**src/rtl/l0_skew_fifo_if.sv**
```systemverilog
// Bus between the L0 skew buffer and its producer/consumer. Handshake: a push
// happens on an edge where wr=1 and o_ready=1 (wr while not ready is dropped);
// a row slice of out is fresh data exactly on cycles where its o_valid bit is 1.
interface l0_skew_fifo_if #(
  parameter int row = 8,
  parameter int bw  = 4
);
  logic              wr;
  logic              rd;
  logic [row*bw-1:0] in;
  logic [row*bw-1:0] out;
  logic [row-1:0]    o_valid;
  logic              o_full;
  logic              o_ready;
  logic              o_empty;

  modport master (
    output wr, rd, in,
    input  out, o_valid, o_full, o_ready, o_empty
  );

  modport slave (
    input  wr, rd, in,
    output out, o_valid, o_full, o_ready, o_empty
  );
endinterface

```
**src/rtl/l0_skew_fifo.sv**
```systemverilog
// Row-parallel L0 buffer: one circular FIFO per PE-array row, written together
// and drained with a one-cycle-per-row diagonal skew toward the array's west edge.
module l0_skew_fifo #(
  parameter int row   = 8,
  parameter int bw    = 4,
  parameter int depth = 16
) (
  input  logic           clk,
  input  logic           reset,
  l0_skew_fifo_if.slave  bus
);
  localparam int AW = $clog2(depth);
  localparam int CW = AW + 1;

  logic [row-1:0] w_rd_en;
  logic [row-1:0] w_pop;
  logic [row-1:0] w_row_full;
  logic [row-1:0] w_row_empty;
  logic           w_wr_ok;

  logic [AW-1:0]  r_wr_ptr [row];
  logic [AW-1:0]  r_rd_ptr [row];
  logic [CW-1:0]  r_count  [row];
  logic [bw-1:0]  r_mem    [row][depth];
  logic [bw-1:0]  r_out    [row];
  logic           r_valid  [row];

  assign w_rd_en[0] = bus.rd;

  // Read enable ripples one row per edge, giving the diagonal skew.
  generate
    if (row > 1) begin : g_sr
      logic [row-2:0] r_rd_sr;
      always_ff @(posedge clk or posedge reset) begin
        if (reset) r_rd_sr <= '0;
        else       r_rd_sr <= w_rd_en[row-2:0];
      end
      assign w_rd_en[row-1:1] = r_rd_sr;
    end
  endgenerate

  assign bus.o_full  = |w_row_full;
  assign bus.o_empty = &w_row_empty;
  assign bus.o_ready = ~bus.o_full;
  assign w_wr_ok     = bus.wr & ~bus.o_full;

  genvar g;
  generate
    for (g = 0; g < row; g++) begin : g_row
      assign w_row_full[g]  = (r_count[g] == CW'(depth));
      assign w_row_empty[g] = (r_count[g] == '0);
      // Emptiness uses the pre-edge count, so a write cannot be popped the same edge.
      assign w_pop[g]       = w_rd_en[g] & ~w_row_empty[g];

      always_ff @(posedge clk) begin
        if (w_wr_ok) r_mem[g][r_wr_ptr[g]] <= bus.in[g*bw +: bw];
      end

      always_ff @(posedge clk or posedge reset) begin
        if (reset) begin
          r_wr_ptr[g] <= '0;
          r_rd_ptr[g] <= '0;
          r_count[g]  <= '0;
          r_out[g]    <= '0;
          r_valid[g]  <= 1'b0;
        end else begin
          r_valid[g] <= w_pop[g];
          if (w_pop[g]) begin
            r_out[g]    <= r_mem[g][r_rd_ptr[g]];
            r_rd_ptr[g] <= r_rd_ptr[g] + AW'(1);
          end
          if (w_wr_ok) r_wr_ptr[g] <= r_wr_ptr[g] + AW'(1);
          case ({w_wr_ok, w_pop[g]})
            2'b10:   r_count[g] <= r_count[g] + CW'(1);
            2'b01:   r_count[g] <= r_count[g] - CW'(1);
            default: r_count[g] <= r_count[g];
          endcase
        end
      end

      assign bus.out[g*bw +: bw] = r_out[g];
      assign bus.o_valid[g]      = r_valid[g];
    end
  endgenerate
endmodule

```
**src/flat_wrapper.sv**
```systemverilog
// flat-port wrapper written by rule: the top's interface ports become plain ports
module l0_skew_fifo_flat 
#(
  parameter int row   = 8,
  parameter int bw    = 4,
  parameter int depth = 16
)
  (clk, reset, bus_wr, bus_rd, bus_in, bus_out, bus_o_valid, bus_o_full, bus_o_ready, bus_o_empty);
  l0_skew_fifo_if #(.row(row), .bw(bw)) bus_i ();
  input  logic clk;
  input  logic reset;
  input wire logic [$bits(bus_i.wr)-1:0] bus_wr;
  input wire logic [$bits(bus_i.rd)-1:0] bus_rd;
  input wire logic [$bits(bus_i.in)-1:0] bus_in;
  output wire logic [$bits(bus_i.out)-1:0] bus_out;
  output wire logic [$bits(bus_i.o_valid)-1:0] bus_o_valid;
  output wire logic [$bits(bus_i.o_full)-1:0] bus_o_full;
  output wire logic [$bits(bus_i.o_ready)-1:0] bus_o_ready;
  output wire logic [$bits(bus_i.o_empty)-1:0] bus_o_empty;
  assign bus_i.wr = bus_wr;
  assign bus_i.rd = bus_rd;
  assign bus_i.in = bus_in;
  assign bus_out = bus_i.out;
  assign bus_o_valid = bus_i.o_valid;
  assign bus_o_full = bus_i.o_full;
  assign bus_o_ready = bus_i.o_ready;
  assign bus_o_empty = bus_i.o_empty;
  l0_skew_fifo #(.row(row), .bw(bw), .depth(depth)) u_core (.clk(clk), .reset(reset), .bus(bus_i));
endmodule
```
**config.mk**
```make
export PLATFORM = sky130hd
export DESIGN_NAME = l0_skew_fifo_flat
export DESIGN_NICKNAME = d
export VERILOG_FILES = /design/src/rtl/l0_skew_fifo_if.sv /design/src/rtl/l0_skew_fifo.sv /design/src/flat_wrapper.sv
export SDC_FILE = /design/constraint.sdc
export NUM_CORES = 1
export LEC_CHECK = 0
export ABC_AREA = 1
export CORE_MARGIN = 3
export CORE_UTILIZATION = 56
export CTS_CLUSTER_SIZE = 40
export DETAILED_ROUTE_END_ITERATION = 12
export GPL_ROUTABILITY_DRIVEN = 0
export MAX_ROUTING_LAYER = met4
export PLACE_DENSITY = 0.87
export SYNTH_ARGS = -nofsm -noshare
export SYNTH_HDL_FRONTEND = slang
export SYNTH_SLANG_ARGS = --single-unit
```
**constraint.sdc**
```tcl
create_clock -name clk -period 4.4 [get_ports clk]
set_input_delay 0.66 -clock clk [delete_from_list [all_inputs] [get_ports clk]]
set_output_delay 0.66 -clock clk [all_outputs]
set_load 0.02 [all_outputs]
```
Word-level counts from Yosys, hierarchy flattened:

Memories as Yosys holds them, arrays and structs flattened.
Index checks and enable logic that the tools add are counted.

* add/sub/neg operators: 32
* $lt $le $gt $ge: 24
* equal/unequal tests: 24
* mux-type cells: 57
* bitwise operators: 34
* reduce and logical (&&, ||, !) cells: 26

Operator list (count)
* 2-to-1 mux 64 bit: 8
* binary-select mux 4 bit (select 4 bit): 8
* demux 4 bit (select 4 bit): 8
* 2-to-1 mux 4 bit: 24
* >= comparator 5 bit, second input constant: 16
* inverter 4 -> 5 bit: 16
* case mux 5 bit (2 select lines): 8
* adder 4 x 1 -> 4 bit, second input constant: 16
* adder 5 x 1 -> 5 bit, second input constant: 8
* == test 5 bit, second input constant: 8
* logical NOT 5 bit: 8
* < comparator 5 x 1 -> 1 bit, second input constant: 8
* subtractor 5 x 1 -> 5 bit, second input constant: 8
* == test 2 x 1 -> 1 bit, second input constant: 8
* == test 2 bit, second input constant: 8
* nonzero test 2 bit: 8
* bitwise AND 1 bit: 9
* inverter 1 bit: 9
* logical AND 1 bit: 8
* AND reduction 8 bit: 1
* OR reduction 8 bit: 1
* 2-to-1 mux 1 bit: 1

* bits in registers: 151
* RAM bits: 512
* input bits: 36
* output and inout bits: 43
* word-level logic and storage cells: 239
* memories kept: 1

Memory list
* u_core.r_mem: words 8, width 64, read ports 8, clocked after memory_dff 0, write ports 8, RTL line l0_skew_fifo.sv:24 `logic [bw-1:0] r_mem [row][depth];`

Depth between registers and ports, before layout:

Gate-level depths: netlist of run 1.

* depth after elaboration: 6
* mapped depth: 19
* mapped depth without buffers: 17

Least setup slack after synthesis of run 1:

Ideal clock, no wire load.

* path kind: input port to flip-flop
* start: input bus_wr
* end: register u_core.r_count[9] in the netlist's numbering
* library setup time: 117 ps
* arrival: 2876 ps
* data required time: 4283 ps
* setup slack: 1408 ps
* stages on the path: 16
* path buffers: 3
* cell sequence: clkbuf_1 nand3_4 clkbuf_1 ha_1 clkbuf_1 nand2_1 inv_1 nor2_1 ha_1 a21o_1 nand3_1 nand2_1 nand2_1 nand2_1 nand2_1 nand2_1

* word-level cells in the longest chain between the ends: 3
* elaborated cells on any way between the ends: 5
* those cells by class: eq/ne: 2; mux: 1; bitwise: 1; reduce/logical: 1

Ends and longest elaborated chain
* start: declaration: RTL line flat_wrapper.sv:12 `input wire logic [$bits(bus_i.wr)-1:0] bus_wr;`
* bitwise AND 1 bit (*): RTL line l0_skew_fifo.sv:45 `assign w_wr_ok = bus.wr & ~bus.o_full;`
* == test 2 x 1 -> 1 bit / == test 2 bit (equally long branches): RTL line l0_skew_fifo.sv:73 `case ({w_wr_ok, w_pop[g]})`
* case mux 5 bit (2 select lines) / nonzero test 2 bit (equally long branches)
* end signal: indexed assignment: RTL line l0_skew_fifo.sv:74 `2'b10: r_count[g] <= r_count[g] + CW'(1);`
* end signal: indexed assignment: RTL line l0_skew_fifo.sv:75 `2'b01: r_count[g] <= r_count[g] - CW'(1);`
* end signal: indexed assignment: RTL line l0_skew_fifo.sv:76 `default: r_count[g] <= r_count[g];`
* end: declaration: RTL line l0_skew_fifo.sv:23 `logic [CW-1:0] r_count [row];`

Every way passes the cells marked *; elsewhere a longest branch is shown, timed or not.
A chain may end at the register's enable or synchronous reset.

Final worst setup path of run 1:

* start: register u_core.r_count[1] in the netlist's numbering
* end: output bus_o_ready

* word-level cells in the longest chain between the ends: 3

Ends and longest elaborated chain
* == test 5 bit: RTL line l0_skew_fifo.sv:50 `assign w_row_full[g] = (r_count[g] == CW'(depth));`
* OR reduction 8 bit: RTL line l0_skew_fifo.sv:42 `assign bus.o_full = |w_row_full;`
* inverter 1 bit: RTL line l0_skew_fifo.sv:44 `assign bus.o_ready = ~bus.o_full;`
* end: declaration: RTL line flat_wrapper.sv:18 `output wire logic [$bits(bus_i.o_ready)-1:0] bus_o_ready;`

No other way between the ends.

==> results of run 1 <==
[synth_stat cells]
library cell / count
nand2_1: 1149
edfxtp_1: 512
inv_1: 499
nand3_1: 433
nor2_1: 167
dfrtp_1: 151
clkbuf_1: 83
ha_1: 68
xor2_1: 60
nand4_1: 38
o21ai_0: 26
clkinv_1: 25
buf_2: 22
nor2_2: 18
buf_1: 13
xnor2_1: 12
buf_6: 10
nand3b_1: 10
a21oi_1: 6
a21boi_0: 4
o21bai_1: 4
nor2_4: 2
o22ai_1: 2
a21o_1: 1
nand3_4: 1
nor3_1: 1
[per-layer routing]
layer	track usage [%]	routed length, um	up-vias
li1	-	-	10600
met1	28.9	26300	10300
met2	40.5	33400	884
met3	3.48	4540	148
met4	8.47	1830	0
met5	-	0	-
[stage by stage]
stage | worst slack [ns] | hold slack [ns] | utilization [%]
floorplan | 1.41 | 0.354 | -
global placement | 1.18 | 0.366 | 59.4
detailed placement | 1.07 | 0.365 | 59.4
CTS | 0.858 | 0.380 | 63.6
global route | 0.759 | 0.395 | 63.6
finish | 0.892 | 0.379 | 63.6
[power by group through the flow]
| stage | combinational, mW | clock, mW | sequential (mW) |
|---|---|---|---|
| 2_1_floorplan | 6.46 | 0 | 8.62 |
| 3_3_place_gp | 8.18 | 0 | 8.89 |
| 3_5_place_dp | 8.48 | 0 | 8.92 |
| 4_1_cts | 8.61 | 5.97 | 8.82 |
| 5_1_grt | 9.73 | 6.22 | 8.98 |
| 6_report | 8.66 | 5.90 | 8.85 |
[worst max-delay path: cells and delay by family (launching register included)]
kind	cells	cell delay, ns
AND/OR/NAND/NOR	5	0.67
flip-flops	1	0.44
buffers and inverters	3	1.12
[cell type report]
| class | count | share of cell area, % |
|---|---|---|
| tap | 739 | 2.67 |
| multi-input combinational | 2002 | 26.9 |
| clock inverter | 33 | 1.17 |
| clock buffer | 88 | 5.41 |
| sequential | 663 | 55.4 |
| timing repair buffer | 98 | 2.73 |
| inverter | 524 | 5.70 |
[kinds of logic after synthesis]
| logic type | after synthesis |
|---|---|
| AO/OA/AOI/OAI | 43 |
| flip-flops | 663 |
| AND/OR/NAND/NOR | 1819 |
| buffers and inverters | 652 |
| adder cells (fa/ha/maj) | 68 |
| XOR/XNOR | 72 |
[worst min path at each step]
stage / endpoint / cells after the start
after floorplan: u_core.g_sr.r_rd_sr[1]$_DFF_PP0_ / 0
after global placement: u_core.g_sr.r_rd_sr[4]$_DFF_PP0_ / 0
after detailed placement: u_core.g_sr.r_rd_sr[4]$_DFF_PP0_ / 0
after CTS: u_core.g_sr.r_rd_sr[5]$_DFF_PP0_ / 0
after global routing: u_core.g_sr.r_rd_sr[4]$_DFF_PP0_ / 0
final: u_core.g_sr.r_rd_sr[5]$_DFF_PP0_ / 0
[registers in the layout, indices dropped and copies added, names as in the netlist]
name / cells
u_core.bus.o_valid: 8
u_core.bus.out: 32
u_core.r_rd_ptr: 32
u_core.r_wr_ptr: 32
u_core.r_count: 40
u_core.g_sr.r_rd_sr: 7
u_core.r_mem: 512
==> results_dict.tcl, run 1 <==
set metrics [dict create \
    ios 79 \
    synth_top_area_share_pct 49.6 \
    switchingPower_mw 9.14 \
    firstDrtPassIters 6 \
    max_stage_delay_ns 0.60 \
    muxShareOfSynthArea_pct 0 \
    switching_share_pct 39.0 \
    die_h_um 241 \
    fin_setup_tns_ns 0 \
    critPathKind "reg2out" \
    power.internal_mw 14.3 \
    rsz0062_at_grt "no" \
    postCtsSetupRepairBufs 0 \
    hp-start "u_core.g_sr.r_rd_sr[4]$_DFF_PP0_" \
    synthSimpleGateAreaFrac_pct 24.4 \
    insertion_delay_ns 0.61 \
    setup_violations 0 \
    cts_tree "done" \
    combPwrFrac_pct 37.0 \
    synth_top_family_by_area "simple AND/OR/NAND/NOR gates" \
    htreeDepth 3 \
    slew_headroom_pct 29.2 \
    hold_buffers 0 \
    status "completed" \
    synth.avg_cell_area_sq_um 9.35 \
    grt_pass1_wl_um 107000 \
    vias 22000 \
    drive_above_1_share_pct 4.23 \
    drc 0 \
    antenna_found_initial 0 \
    synth_warnings 0 \
    io_buffers 78 \
    synth.area.top_cells "edfxtp_1 50%, nand2_1 14%, dfrtp_1 12%" \
    crit_top_cell "nand2_1" \
    power_frac_clock_pct 25.2 \
    nFillCells 4013 \
    synth.distinct_cells 26 \
    wirelength_um 66000 \
    syn-cell-area_sq_um 31000 \
    cts_resized 0 \
    detail-route-antenna-nets 0 \
    cp.arrival_ns 2.85 \
    instances_no_fill 4147 \
    period_needed_ns 3.51 \
    syn_nets 3421 \
    leakage_nw 15.5 \
    r2r-start "u_core.r_count[12]$_DFFE_PP0P_" \
    placed_cells 4026 \
    synthAdderAreaFrac_pct 2.74 \
    die_area_sq_um 58200 \
    layout_commonest_cell "nand2_1" \
    final_cell_mix "1149 x nand2_1, 512 x edfxtp_1, 498 x inv_1, 433 x nand3_1, 167 x nor2_1" \
    drv_slew 0 \
    cp-endpoint "bus_o_ready" \
    powerDensity_nw_per_um2 677 \
    worst_pin_slew_ns 1.06 \
    crit_slowest_cell "clkdlybuf4s50_1" \
    area_delta_synth_final_pct 11.5 \
    grt_max_degree 108 \
    min_path_type "reg2reg" \
    vias_per_cell 5.30 \
    path_clk_slew_ns 0.06 \
    fp.coreArea_sq_um 54300 \
    dp_hpwl_um 41300 \
    num_rows 85 \
    nets 3461 \
    stdcell_area_sq_um 34600 \
    skew_ns 0.0259 \
    critical_path.cell_chain "nor2_1 > nand3_1 > nand2_1 > nor2_4 > buf_4 > nand2_1 > inv_1 > clkdlybuf4s50_1" \
    grt_pass1_vias 21600 \
    worstSetupStartpointType "flip-flop" \
    wl_per_cell_um 15.9 \
    post-route-period-util_pct 79.7 \
    gr-total-overflow 0 \
    cts.sinks 663 \
    synthCells 3317 \
    ys_ff_latch 663 \
    drt_iter0_markers 2454 \
    r2r_end "u_core.r_count[14]$_DFFE_PP0P_" \
    synth_compound_area_share_pct 0.775 \
    worstRegToRegCells 15 \
    vdd_drop_max_v 0.000368 \
    ys_seq_area_share_pct 61.8 \
    antenna_cells 0 \
    gr-usage-all-layers_pct 23.7 \
    r2r_slack_ns 1.35 \
    dpl_cell_area_sq_um 32300 \
    p_seq_share_pct 37.8 \
    yosysTopAreaCell "edfxtp_1" \
    max-clock-path-buffers 3 \
    crit_start "u_core.r_count[1]$_DFFE_PP0P_" \
    die_w_um 241 \
    cts_root_buf "clkbuf_16" \
    maxCapViolations 0 \
    yosys.area_share.xor_xnor_pct 2.03 \
    hold_viol 0 \
    end_kind "output pin" \
    fmax_mhz 285 \
    total_power_mw 23.4 \
    start_util_pct 57.0 \
    regArea_sq_um 19200 \
    critPathMaxFanout 33 \
    multiInputGateArea_sq_um 9300 \
    worstPathRequired_ns 3.74 \
    cts_buffers 68 \
]
(Power assumes the default switching activity.)
==> inputs of run 2 (changes only) <==
- clock period: 4.4 -> 2.97 ns (I/O delays scaled with it)
==> run 2 against run 1 <==
Net effect:
- non-clock buffer count rose by 33
- die area stayed put
- critical path depth shrank 2
- critical path type unchanged
==> results_dict.tcl, run 2 (same netlist as run 1, synthesis figures left out) <==
set metrics [dict create \
    status "completed" \
    wl_per_cell_um 15.6 \
    grt_pass1_wl_um 106000 \
    p_seq_share_pct 36.5 \
    skew_ns 0.0235 \
    drive_above_1_share_pct 5.30 \
    htreeDepth 3 \
    end_kind "output pin" \
    layout_commonest_cell "nand2_1" \
    grt_max_degree 60 \
    antenna_cells 0 \
    period_needed_ns 2.75 \
    r2r-start "u_core.r_count[20]$_DFFE_PP0P_" \
    worstRegToRegCells 14 \
    critPathMaxFanout 4 \
    cts_tree "done" \
    rsz0062_at_grt "no" \
    vias 22100 \
    setup_violations 0 \
    slew_headroom_pct 29.7 \
    detail-route-antenna-nets 0 \
    worst_pin_slew_ns 1.05 \
    powerDensity_nw_per_um2 1000 \
    start_util_pct 57.0 \
    cts.sinks 663 \
    vdd_drop_max_v 0.000485 \
    post-route-period-util_pct 92.5 \
    switchingPower_mw 13.5 \
    cts_root_buf "clkbuf_16" \
    drt_iter0_markers 2317 \
    fp.coreArea_sq_um 54300 \
    nFillCells 3992 \
    fin_setup_tns_ns 0 \
    combPwrFrac_pct 37.8 \
    worstPathRequired_ns 2.52 \
    worstSetupStartpointType "flip-flop" \
    r2r_end "u_core.r_count[34]$_DFFE_PP0P_" \
    vias_per_cell 5.27 \
    power_frac_clock_pct 25.8 \
    area_delta_synth_final_pct 12.7 \
    grt_pass1_vias 21500 \
    regArea_sq_um 19200 \
    dp_hpwl_um 41700 \
    wirelength_um 65100 \
    setup_ws_ns 0.222 \
    final_cell_mix "1149 x nand2_1, 512 x edfxtp_1, 498 x inv_1, 433 x nand3_1, 167 x nor2_1" \
    critPathKind "reg2out" \
    switching_share_pct 38.6 \
    antenna_found_initial 0 \
    die_w_um 241 \
    firstDrtPassIters 7 \
    drv_slew 0 \
    r2r_slack_ns 0.26 \
    cts_buffers 70 \
    min_path_type "in2async" \
    gr-usage-all-layers_pct 23.4 \
    die_area_sq_um 58200 \
    maxCapViolations 0 \
    num_rows 85 \
    io_buffers 78 \
    die_h_um 241 \
    largest_reg_flops 512 \
    place_ws_ns 0.215 \
    insertion_delay_ns 0.61 \
    ios 79 \
    leakage_nw 15.7 \
    drc 0 \
    nets 3496 \
    cp.arrival_ns 2.30 \
    power.internal_mw 21.5 \
    gr-total-overflow 0 \
    multiInputGateArea_sq_um 9300 \
    fmax_mhz 364 \
    max-clock-path-buffers 3 \
    hold_viol 0 \
    path_clk_slew_ns 0.06 \
]
## run 2: cell types whose count changed in the layout (fill, tap and decap cells not counted), moves of 2 or more
cell             before  now
clkbuf_16            71   73
clkdlybuf4s50_1      78   75
clkinv_2             12    8
clkinv_1             30   28
inv_6                 2    5
dlygate4sd2_1         0    3
buf_4                19   51
clkbuf_8              3    9
clkbuf_1             14   19
## run 2: how the worst max path moves through the flow
stage | start | endpoint | slack, ns | cells after the start
floorplan | u_core.r_count[35]$_DFFE_PP0P_ | u_core.r_count[9]$_DFFE_PP0P_ | 0.05 | 19
global route | u_core.r_count[20]$_DFFE_PP0P_ | u_core.r_count[4]$_DFFE_PP0P_ | 0.04 | 16
finish | u_core.r_count[0]$_DFFE_PP0P_ | bus_o_empty | 0.22 | 6
global placement | bus_wr | u_core.r_count[4]$_DFFE_PP0P_ | 0.27 | 13
CTS | u_core.r_count[1]$_DFFE_PP0P_ | bus_o_empty | 0.20 | 6
detailed placement | bus_wr | u_core.r_count[4]$_DFFE_PP0P_ | 0.21 | 13
## run 2: critical path, cell delays in order, from the launching register on
cell and delay (ns):
dfrtp_1 0.43, nor2_1 0.18, nand3b_1 0.13, nor2_1 0.18, nand2_1 0.08, nor2_1 0.30, dlygate4sd2_1 0.39
## run 2: metal layers
layer	global-route usage, %	routed length, um	part of all wire, %	up-vias
met5	-	0	0	-
met4	8.91	1990	3.1	0
met3	3.49	4370	6.7	171
met2	39.4	32700	50	933
met1	28.9	26000	40	10300
li1	-	-	-	10700
## run 2: area by class of cell
class / count / share of cell area [%]
flip-flops and latches: 663 / 54.8
clock buffers: 101 / 5.79
well taps: 739 / 2.65
multi-input cells: 2002 / 26.6
repair buffers: 131 / 3.43
inverters: 524 / 5.64
clock inverters: 29 / 1.07
## run 2: stage by stage
stage	utilization [%]	hold slack [ns]	total power, mW	cell area (sq um)	cells
3_5_place_dp	59.9	0.374	25.9	32600	4059
6_report	64.3	0.292	35.1	34900	4189
3_3_place_gp	59.9	0.365	25.4	32600	4059
2_1_floorplan	-	0.354	22.4	31000	3317
4_1_cts	64.3	0.290	35.1	34900	4189
5_1_grt	64.3	0.337	37.4	34900	4189
## run 2: what timing repair did
| item | in CTS | in global routing |
|---|---|---|
| buffers inserted | 0 | 0 |
| hold buffers | 0 | 0 |
| hold endpoints to repair | 0 | 0 |
| endpoints found under the setup margin | 3 | 0 |
| resized for setup | 3 | 0 |
## run 2: power by group through the flow
stage | sequential (mW) | clock (mW) | combinational [mW]
2_1_floorplan | 12.8 | 0 | 9.58
3_3_place_gp | 12.9 | 0 | 12.5
3_5_place_dp | 12.9 | 0 | 13.0
4_1_cts | 12.8 | 9.15 | 13.2
5_1_grt | 13.0 | 9.58 | 14.9
6_report | 12.8 | 9.03 | 13.2
